### config.mk
export PLATFORM = sky130hd
export DESIGN_NAME = alsaqr_pad_ctrl
export DESIGN_NICKNAME = d
export VERILOG_FILES = /design/src/rtl/alsaqr_pad_ctrl_pkg.sv /design/src/rtl/alsaqr_pad_in_filt.sv /design/src/rtl/alsaqr_pad_ctrl.sv
export SDC_FILE = /design/constraint.sdc
export NUM_CORES = 1
export LEC_CHECK = 0
export CAP_MARGIN = 20
export CORE_MARGIN = 3
export CORE_UTILIZATION = 25
export DETAILED_ROUTE_END_ITERATION = 16
export PLACE_DENSITY = 0.52
export SYNTH_ARGS = -nofsm -noshare
export SYNTH_HDL_FRONTEND = slang
export SYNTH_SLANG_ARGS = --single-unit
### constraint.sdc
create_clock -name clk_i -period 1.7 [get_ports clk_i]
set_input_delay 0.425 -clock clk_i [delete_from_list [all_inputs] [get_ports clk_i]]
set_output_delay 0.425 -clock clk_i [all_outputs]
set_load 0.01 [all_outputs]
### src/rtl/alsaqr_pad_ctrl_pkg.sv
// rtl/alsaqr_pad_ctrl_pkg.sv - register offsets, pad configuration type and reset value
package alsaqr_pad_ctrl_pkg;

    // Byte offsets of the register map.
    localparam logic [7:0] ADDR_DIR     = 8'h00;
    localparam logic [7:0] ADDR_OUT     = 8'h04;
    localparam logic [7:0] ADDR_IN      = 8'h08;
    localparam logic [7:0] ADDR_IRQ_EN  = 8'h0C;
    localparam logic [7:0] ADDR_IRQ_STS = 8'h10;
    localparam logic [7:0] ADDR_PADCFG0 = 8'h20;

    // Word indices; the two low address bits never take part in decoding.
    localparam logic [5:0] WORD_DIR     = ADDR_DIR[7:2];
    localparam logic [5:0] WORD_OUT     = ADDR_OUT[7:2];
    localparam logic [5:0] WORD_IN      = ADDR_IN[7:2];
    localparam logic [5:0] WORD_IRQ_EN  = ADDR_IRQ_EN[7:2];
    localparam logic [5:0] WORD_IRQ_STS = ADDR_IRQ_STS[7:2];
    localparam logic [5:0] WORD_PADCFG0 = ADDR_PADCFG0[7:2];

    // Per-pad electrical configuration, laid out as the PADCFG register bits [4:0].
    typedef struct packed {
        logic       smt;
        logic       slw;
        logic       puen;
        logic [1:0] drv;
    } pad_cfg_t;

    // Pull disabled (puen is active-low), weakest drive, fast slew, no Schmitt.
    localparam pad_cfg_t PAD_CFG_RST = '{smt: 1'b0, slw: 1'b0, puen: 1'b1, drv: 2'b00};

    // Word index of PADCFG[idx].
    function automatic logic [5:0] padcfg_word(input int idx);
        return WORD_PADCFG0 + 6'(idx);
    endfunction

endpackage

### src/rtl/alsaqr_pad_in_filt.sv
// rtl/alsaqr_pad_in_filt.sv - one-pad input synchronizer with optional glitch filter (ALSAQR_PAD_GLITCH_FILTER_EN)
module alsaqr_pad_in_filt #(
    parameter int FILT_CYC = 4
) (
    input  logic clk_i,
    input  logic rst_ni,
    input  logic pad_i,
    output logic val_o
);

    // Out-of-range filter length leaves this named marker in the elaborated hierarchy.
    if ((FILT_CYC < 2) || (FILT_CYC > 255)) begin : g_filt_cyc_illegal
    end

    logic [1:0] sync_q;

    // Two-flop synchronizer for the asynchronous pad input.
    always_ff @(posedge clk_i or negedge rst_ni) begin
        if (!rst_ni) begin
            sync_q <= 2'b00;
        end else begin
            sync_q <= {sync_q[0], pad_i};
        end
    end

`ifdef ALSAQR_PAD_GLITCH_FILTER_EN
    localparam logic [7:0] FILT_LAST = 8'(FILT_CYC - 1);

    logic [7:0] cnt_q;
    logic       val_q;

    // Accept a new level only after it has differed from the output for FILT_CYC straight cycles.
    always_ff @(posedge clk_i or negedge rst_ni) begin
        if (!rst_ni) begin
            cnt_q <= 8'd0;
            val_q <= 1'b0;
        end else if (sync_q[1] == val_q) begin
            cnt_q <= 8'd0;
        end else if (cnt_q == FILT_LAST) begin
            cnt_q <= 8'd0;
            val_q <= sync_q[1];
        end else begin
            cnt_q <= cnt_q + 8'd1;
        end
    end

    assign val_o = val_q;
`else
    assign val_o = sync_q[1];
`endif

endmodule

### src/rtl/alsaqr_pad_ctrl.sv
// rtl/alsaqr_pad_ctrl.sv - pad controller top: registers, pad outputs, input edge interrupts (ALSAQR_PAD_GLITCH_FILTER_EN)
import alsaqr_pad_ctrl_pkg::*;

module alsaqr_pad_ctrl #(
    parameter int NPADS    = 8,
    parameter int FILT_CYC = 4
) (
    input  logic               clk_i,
    input  logic               rst_ni,
    input  logic               reg_req_i,
    output logic               reg_gnt_o,
    input  logic               reg_we_i,
    input  logic [7:0]         reg_addr_i,
    input  logic [31:0]        reg_wdata_i,
    output logic               reg_rvalid_o,
    output logic [31:0]        reg_rdata_o,
    output logic [NPADS-1:0]   pad_oen_o,
    output logic [NPADS-1:0]   pad_i_o,
    input  logic [NPADS-1:0]   pad_o_i,
    output logic [2*NPADS-1:0] pad_drv_o,
    output logic [NPADS-1:0]   pad_puen_o,
    output logic [NPADS-1:0]   pad_slw_o,
    output logic [NPADS-1:0]   pad_smt_o,
    output logic               irq_o
);

    // Out-of-range pad count leaves this named marker in the elaborated hierarchy.
    if ((NPADS < 1) || (NPADS > 32)) begin : g_npads_illegal
    end

    logic [NPADS-1:0] dir_q;
    logic [NPADS-1:0] out_q;
    logic [NPADS-1:0] irq_en_q;
    logic [NPADS-1:0] irq_sts_q;
    logic [NPADS-1:0] in_val;
    logic [NPADS-1:0] in_prev_q;
    pad_cfg_t         cfg_q [NPADS];

    // Edges are ignored until the synchronizer has delivered a real post-reset sample.
    logic [2:0]       arm_q;

    logic             rvalid_q;
    logic [31:0]      rdata_q;

    logic [5:0]       word;
    logic             wr;
    logic [NPADS-1:0] cfg_sel;
    logic [31:0]      rd_word;
    logic [NPADS-1:0] sts_set;
    logic [NPADS-1:0] sts_clr;

    assign word      = reg_addr_i[7:2];
    assign wr        = reg_req_i & reg_we_i;
    assign reg_gnt_o = reg_req_i;

    for (genvar i = 0; i < NPADS; i++) begin : g_pad_in
        alsaqr_pad_in_filt #(
            .FILT_CYC (FILT_CYC)
        ) u_filt (
            .clk_i  (clk_i),
            .rst_ni (rst_ni),
            .pad_i  (pad_o_i[i]),
            .val_o  (in_val[i])
        );
    end

    // PADCFG decode; indices at or beyond NPADS select nothing.
    always_comb begin
        cfg_sel = '0;
        for (int i = 0; i < NPADS; i++) begin
            cfg_sel[i] = (word == padcfg_word(i));
        end
    end

    // Read mux; unmapped words read as zero.
    always_comb begin
        rd_word = '0;
        case (word)
            WORD_DIR:     rd_word = 32'(dir_q);
            WORD_OUT:     rd_word = 32'(out_q);
            WORD_IN:      rd_word = 32'(in_val);
            WORD_IRQ_EN:  rd_word = 32'(irq_en_q);
            WORD_IRQ_STS: rd_word = 32'(irq_sts_q);
            default:      rd_word = '0;
        endcase
        for (int i = 0; i < NPADS; i++) begin
            if (cfg_sel[i]) begin
                rd_word = 32'(cfg_q[i]);
            end
        end
    end

    // Rising-edge sets and W1C clears of the status register; a set in the same cycle wins.
    always_comb begin
        sts_set = (in_val & ~in_prev_q) & irq_en_q & {NPADS{arm_q[2]}};
        sts_clr = (wr && (word == WORD_IRQ_STS)) ? reg_wdata_i[NPADS-1:0] : '0;
    end

    // Register file, edge history and one-cycle read response.
    always_ff @(posedge clk_i or negedge rst_ni) begin
        if (!rst_ni) begin
            dir_q     <= '0;
            out_q     <= '0;
            irq_en_q  <= '0;
            irq_sts_q <= '0;
            in_prev_q <= '0;
            arm_q     <= 3'b000;
            rvalid_q  <= 1'b0;
            rdata_q   <= '0;
            for (int i = 0; i < NPADS; i++) begin
                cfg_q[i] <= PAD_CFG_RST;
            end
        end else begin
            if (wr && (word == WORD_DIR))    dir_q    <= reg_wdata_i[NPADS-1:0];
            if (wr && (word == WORD_OUT))    out_q    <= reg_wdata_i[NPADS-1:0];
            if (wr && (word == WORD_IRQ_EN)) irq_en_q <= reg_wdata_i[NPADS-1:0];
            for (int i = 0; i < NPADS; i++) begin
                if (wr && cfg_sel[i]) begin
                    cfg_q[i] <= pad_cfg_t'(reg_wdata_i[4:0]);
                end
            end
            irq_sts_q <= (irq_sts_q & ~sts_clr) | sts_set;
            in_prev_q <= in_val;
            arm_q     <= {arm_q[1:0], 1'b1};
            rvalid_q  <= reg_req_i;
            rdata_q   <= (reg_req_i && !reg_we_i) ? rd_word : '0;
        end
    end

    // Pad-facing outputs come straight from the register flops.
    always_comb begin
        pad_oen_o  = ~dir_q;
        pad_i_o    = out_q;
        pad_drv_o  = '0;
        pad_puen_o = '0;
        pad_slw_o  = '0;
        pad_smt_o  = '0;
        for (int i = 0; i < NPADS; i++) begin
            pad_drv_o[2*i +: 2] = cfg_q[i].drv;
            pad_puen_o[i]       = cfg_q[i].puen;
            pad_slw_o[i]        = cfg_q[i].slw;
            pad_smt_o[i]        = cfg_q[i].smt;
        end
    end

    assign reg_rvalid_o = rvalid_q;
    assign reg_rdata_o  = rdata_q;
    assign irq_o        = |(irq_sts_q & irq_en_q);

endmodule

==> flow_metrics.tcl <==
set metrics [dict create \
    clkSinkCount 108 \
    instances_no_fill 828 \
    finalHoldViolCount 0 \
    clk_pin_slew_ns 0.07 \
    comb_power_share_pct 18.3 \
    wl_um 14670 \
    grtUsageTotal_pct 13.72 \
    vias 3654 \
    netlist_top_cells_area "dfrtp_1 (51%), mux2_2 (11%), dfstp_2 (4.3%), buf_4 (3.8%), mux2i_1 (3.5%)" \
    peakVddDrop_mv 0.5496 \
    synth-edff-count 0 \
    cp-end-kind "output pin" \
    async_reset_ff_share_pct 100.0 \
    grt_pass1_wl_um 22670 \
    syn_to_final_growth_pct 43.37 \
    floorplan.core_area_um2 19020 \
    port-buffer-count 92 \
    dpl.hpwl_um 10960 \
    finalCriticalPeriod_ns 1.685 \
    synth_cells 404 \
    post-synth-top-count-cell "dfrtp_1" \
    clk_path_buf_depth 2 \
    avgRoutedWirePerCell_um 17.72 \
    cts_buffers 9 \
    cp_max_fo 2 \
    rows 50 \
    drc 0 \
    cts_root_buf "clkbuf_16" \
    dieArea_um2 21390 \
    drv_cap 0 \
    setup_viol 0 \
    p_seq_share_pct 47.0 \
    cp-start-kind "flop" \
    fillCellCount 1899 \
    cts_htree_levels 3 \
    setup_tns_ns 0 \
    synth_ff_type "dfrtp_1" \
    syn_avg_cell_area_um2 12.17 \
    yosysSeqAreaShare_pct 55.15 \
    nets 614 \
    synth_top_area_share_pct 50.88 \
    arrival_ns 1.26 \
    finClkSkew_ns 0.008121 \
    grt_pass1_vias 3884 \
    power.internal_uw 4637 \
    switching_power_uw 1675 \
    clk_latency_ns 0.36 \
    slew_violations 0 \
    overflow 0 \
    power_switching_share_pct 26.53 \
    critPathKind "flop to output pin" \
    ys_warn_count 0 \
    via_per_inst 4.413 \
    rsz0062_at_grt "yes" \
    ys_ff_latch 108 \
    synth_area_um2 4918 \
    p_clk_share_pct 34.7 \
    run_status "completed" \
    gp_congestion 0.8436 \
    dieHeight_um 146.3 \
    placedCellCount 797 \
    timing.final.crit_share_pct 99.13 \
    grt_max_degree 39 \
    drt_pre_antenna_iters 4 \
    synth_top_cells_by_count "dfrtp_1 (100), mux2_2 (48), buf_4 (25)" \
    synthDistinctLibCells 38 \
    drt_iter0_drc 303 \
    drive_gt1_share_pct 33.51 \
    p_leak_uw 0.003419 \
    die_w_um 146.3 \
    initial_utilization_pct 25.86 \
    min_path_type "flop to flop" \
    max_clock_freq_ghz 0.5934 \
    antenna_found_initial 1 \
    power_per_cell_area_nw_per_um2 895.0 \
    yosysTopAreaCell "dfrtp_1" \
    io_pins 143 \
    final_antenna_net_count 0 \
    cts_tree "built" \
    worstPathRequired_ns 1.27 \
]
cell usage in the layout (no fill, tap or decap), types with 3 or more instances in the layout:
cell type,netlist,routed
nor3_1,11,9
a32oi_1,3,3
o21ai_0,23,20
dfrtp_1,100,100
nor2b_1,10,10
o21ai_1,0,3
clkbuf_16,0,9
inv_1,10,10
nand2_2,1,3
o31ai_1,4,4
o22ai_1,5,5
a21oi_1,22,22
or4_4,0,4
buf_12,0,9
buf_4,25,62
a22oi_2,0,5
mux2i_1,17,17
buf_6,1,8
dlygate4sd2_1,0,57
mux2_2,48,32
mux2_4,10,26
o32ai_1,5,5
nand2_1,20,18
a32o_1,8,8
nand2b_1,5,5
nand3_1,3,3
clkdlybuf4s50_1,0,23
conb_1,2,25
dlymetal6s2s_1,0,3
nor2_1,18,18
dfstp_2,8,8
mux4_2,3,3
buf_2,5,6
state kept, by name (all words and copies together) (netlist names):
| name | count |
|---|---|
| arm_q | 3 |
| dir_q | 8 |
| g_pad_in.u_filt.sync_q | 16 |
| in_prev_q | 8 |
| irq_en_q | 8 |
| irq_sts_q | 8 |
| pad_drv_o | 16 |
| pad_i_o | 8 |
| pad_puen_o | 8 |
| pad_slw_o | 8 |
| pad_smt_o | 8 |
| reg_rdata_o | 8 |
| reg_rvalid_o | 1 |
per-layer routing:
metal	global-route usage, %	wire length [um]	vias to the layer above	share of wire, %
met4	5.221	206	0	1.4
met2	22.99	7331	95	50
met1	17.47	6597	1822	45
met3	2.824	538	13	3.7
met5	0	0	-	0
li1	-	-	1724	-
cell type report:
type | instances | area (um^2) | share of cell area (%)
Sequential cell | 108 | 2713 | 38.47
Multi-Input combinational cell | 262 | 2097 | 29.74
Timing Repair Buffer | 171 | 1564 | 22.18
Tap cell | 260 | 325.3 | 4.613
Clock buffer | 12 | 256.5 | 3.637
Clock inverter | 4 | 56.30 | 0.7984
Inverter | 10 | 37.54 | 0.5323
Antenna cell | 1 | 2.502 | 0.03549
power groups by stage:
stage	Sequential [uW]	Combinational, uW	Clock [uW]
after floorplan	3020	487	0
after detailed placement	3020	1200	0
final	2970	1150	2190
after CTS	2960	1150	2260
after global placement	3010	1180	0
after global routing	3000	1240	2360
kinds of logic (layout without fill, tap and decap cells):
kind of cell,Yosys count,after routing,share of synthesized area [%]
buffers and inverters,57,197,6.538
AO/OA/AOI/OAI,78,78,10.12
AND/OR/NAND/NOR,81,81,9.158
multiplexers,78,78,18.88
flip-flops,108,108,55.15
other,2,26,0.1527
what timing repair did:
| item | CTS | global route |
|---|---|---|
| hold endpoints to repair | 25 | 0 |
| endpoints found under the setup margin | 139 | 65 |
| buffers inserted | 11 | 2 |
| gates resized for setup | 100 | 12 |
| hold buffers | 1 | 0 |
| pin swaps | 9 | 6 |
stage by stage:
stage / setup slack, ns / total power, uW / area (um^2) / hold slack (ns) / utilization (%)
2_1_floorplan: -0.3205 / 3510 / 5132 / 0.1294 / -
5_1_grt: -0.02773 / 6589 / 7052 / 0.3556 / 37.08
3_3_place_gp: -0.7416 / 4194 / 6644 / 0.3333 / 34.93
4_1_cts: -0.03839 / 6376 / 7002 / 0.3517 / 36.82
6_report: 0.01481 / 6311 / 7052 / 0.3500 / 37.08
3_5_place_dp: -0.8246 / 4217 / 6644 / 0.3347 / 34.93
worst max-delay path, stage by stage (launching register included):
cell and delay [ns]:
dfrtp_1 0.39, a22oi_2 0.21, nand4_1 0.14, buf_2 0.16
worst paths after layout:
kind | to | start | cells past startpoint | slack, ns
worst max-delay path | irq_o | irq_en_q[5]$_DFFE_PN0P_ | 3 | 0.01
max in group asynchronous | pad_puen_o[6]$_DFFE_PN1P_ | rst_ni | 3 | 0.56
worst max register to register | reg_rdata_o[0]$_DFF_PN0_ | irq_en_q[0]$_DFFE_PN0P_ | 5 | 0.14
min in group asynchronous | g_pad_in[6].u_filt.sync_q[0]$_DFF_PN0_ | rst_ni | 2 | 0.53
worst min register to register | g_pad_in[0].u_filt.sync_q[1]$_DFF_PN0_ | g_pad_in[0].u_filt.sync_q[0]$_DFF_PN0_ | 0 | 0.35
worst min-delay path | g_pad_in[0].u_filt.sync_q[1]$_DFF_PN0_ | g_pad_in[0].u_filt.sync_q[0]$_DFF_PN0_ | 0 | 0.35
(Power assumes the default switching activity.)
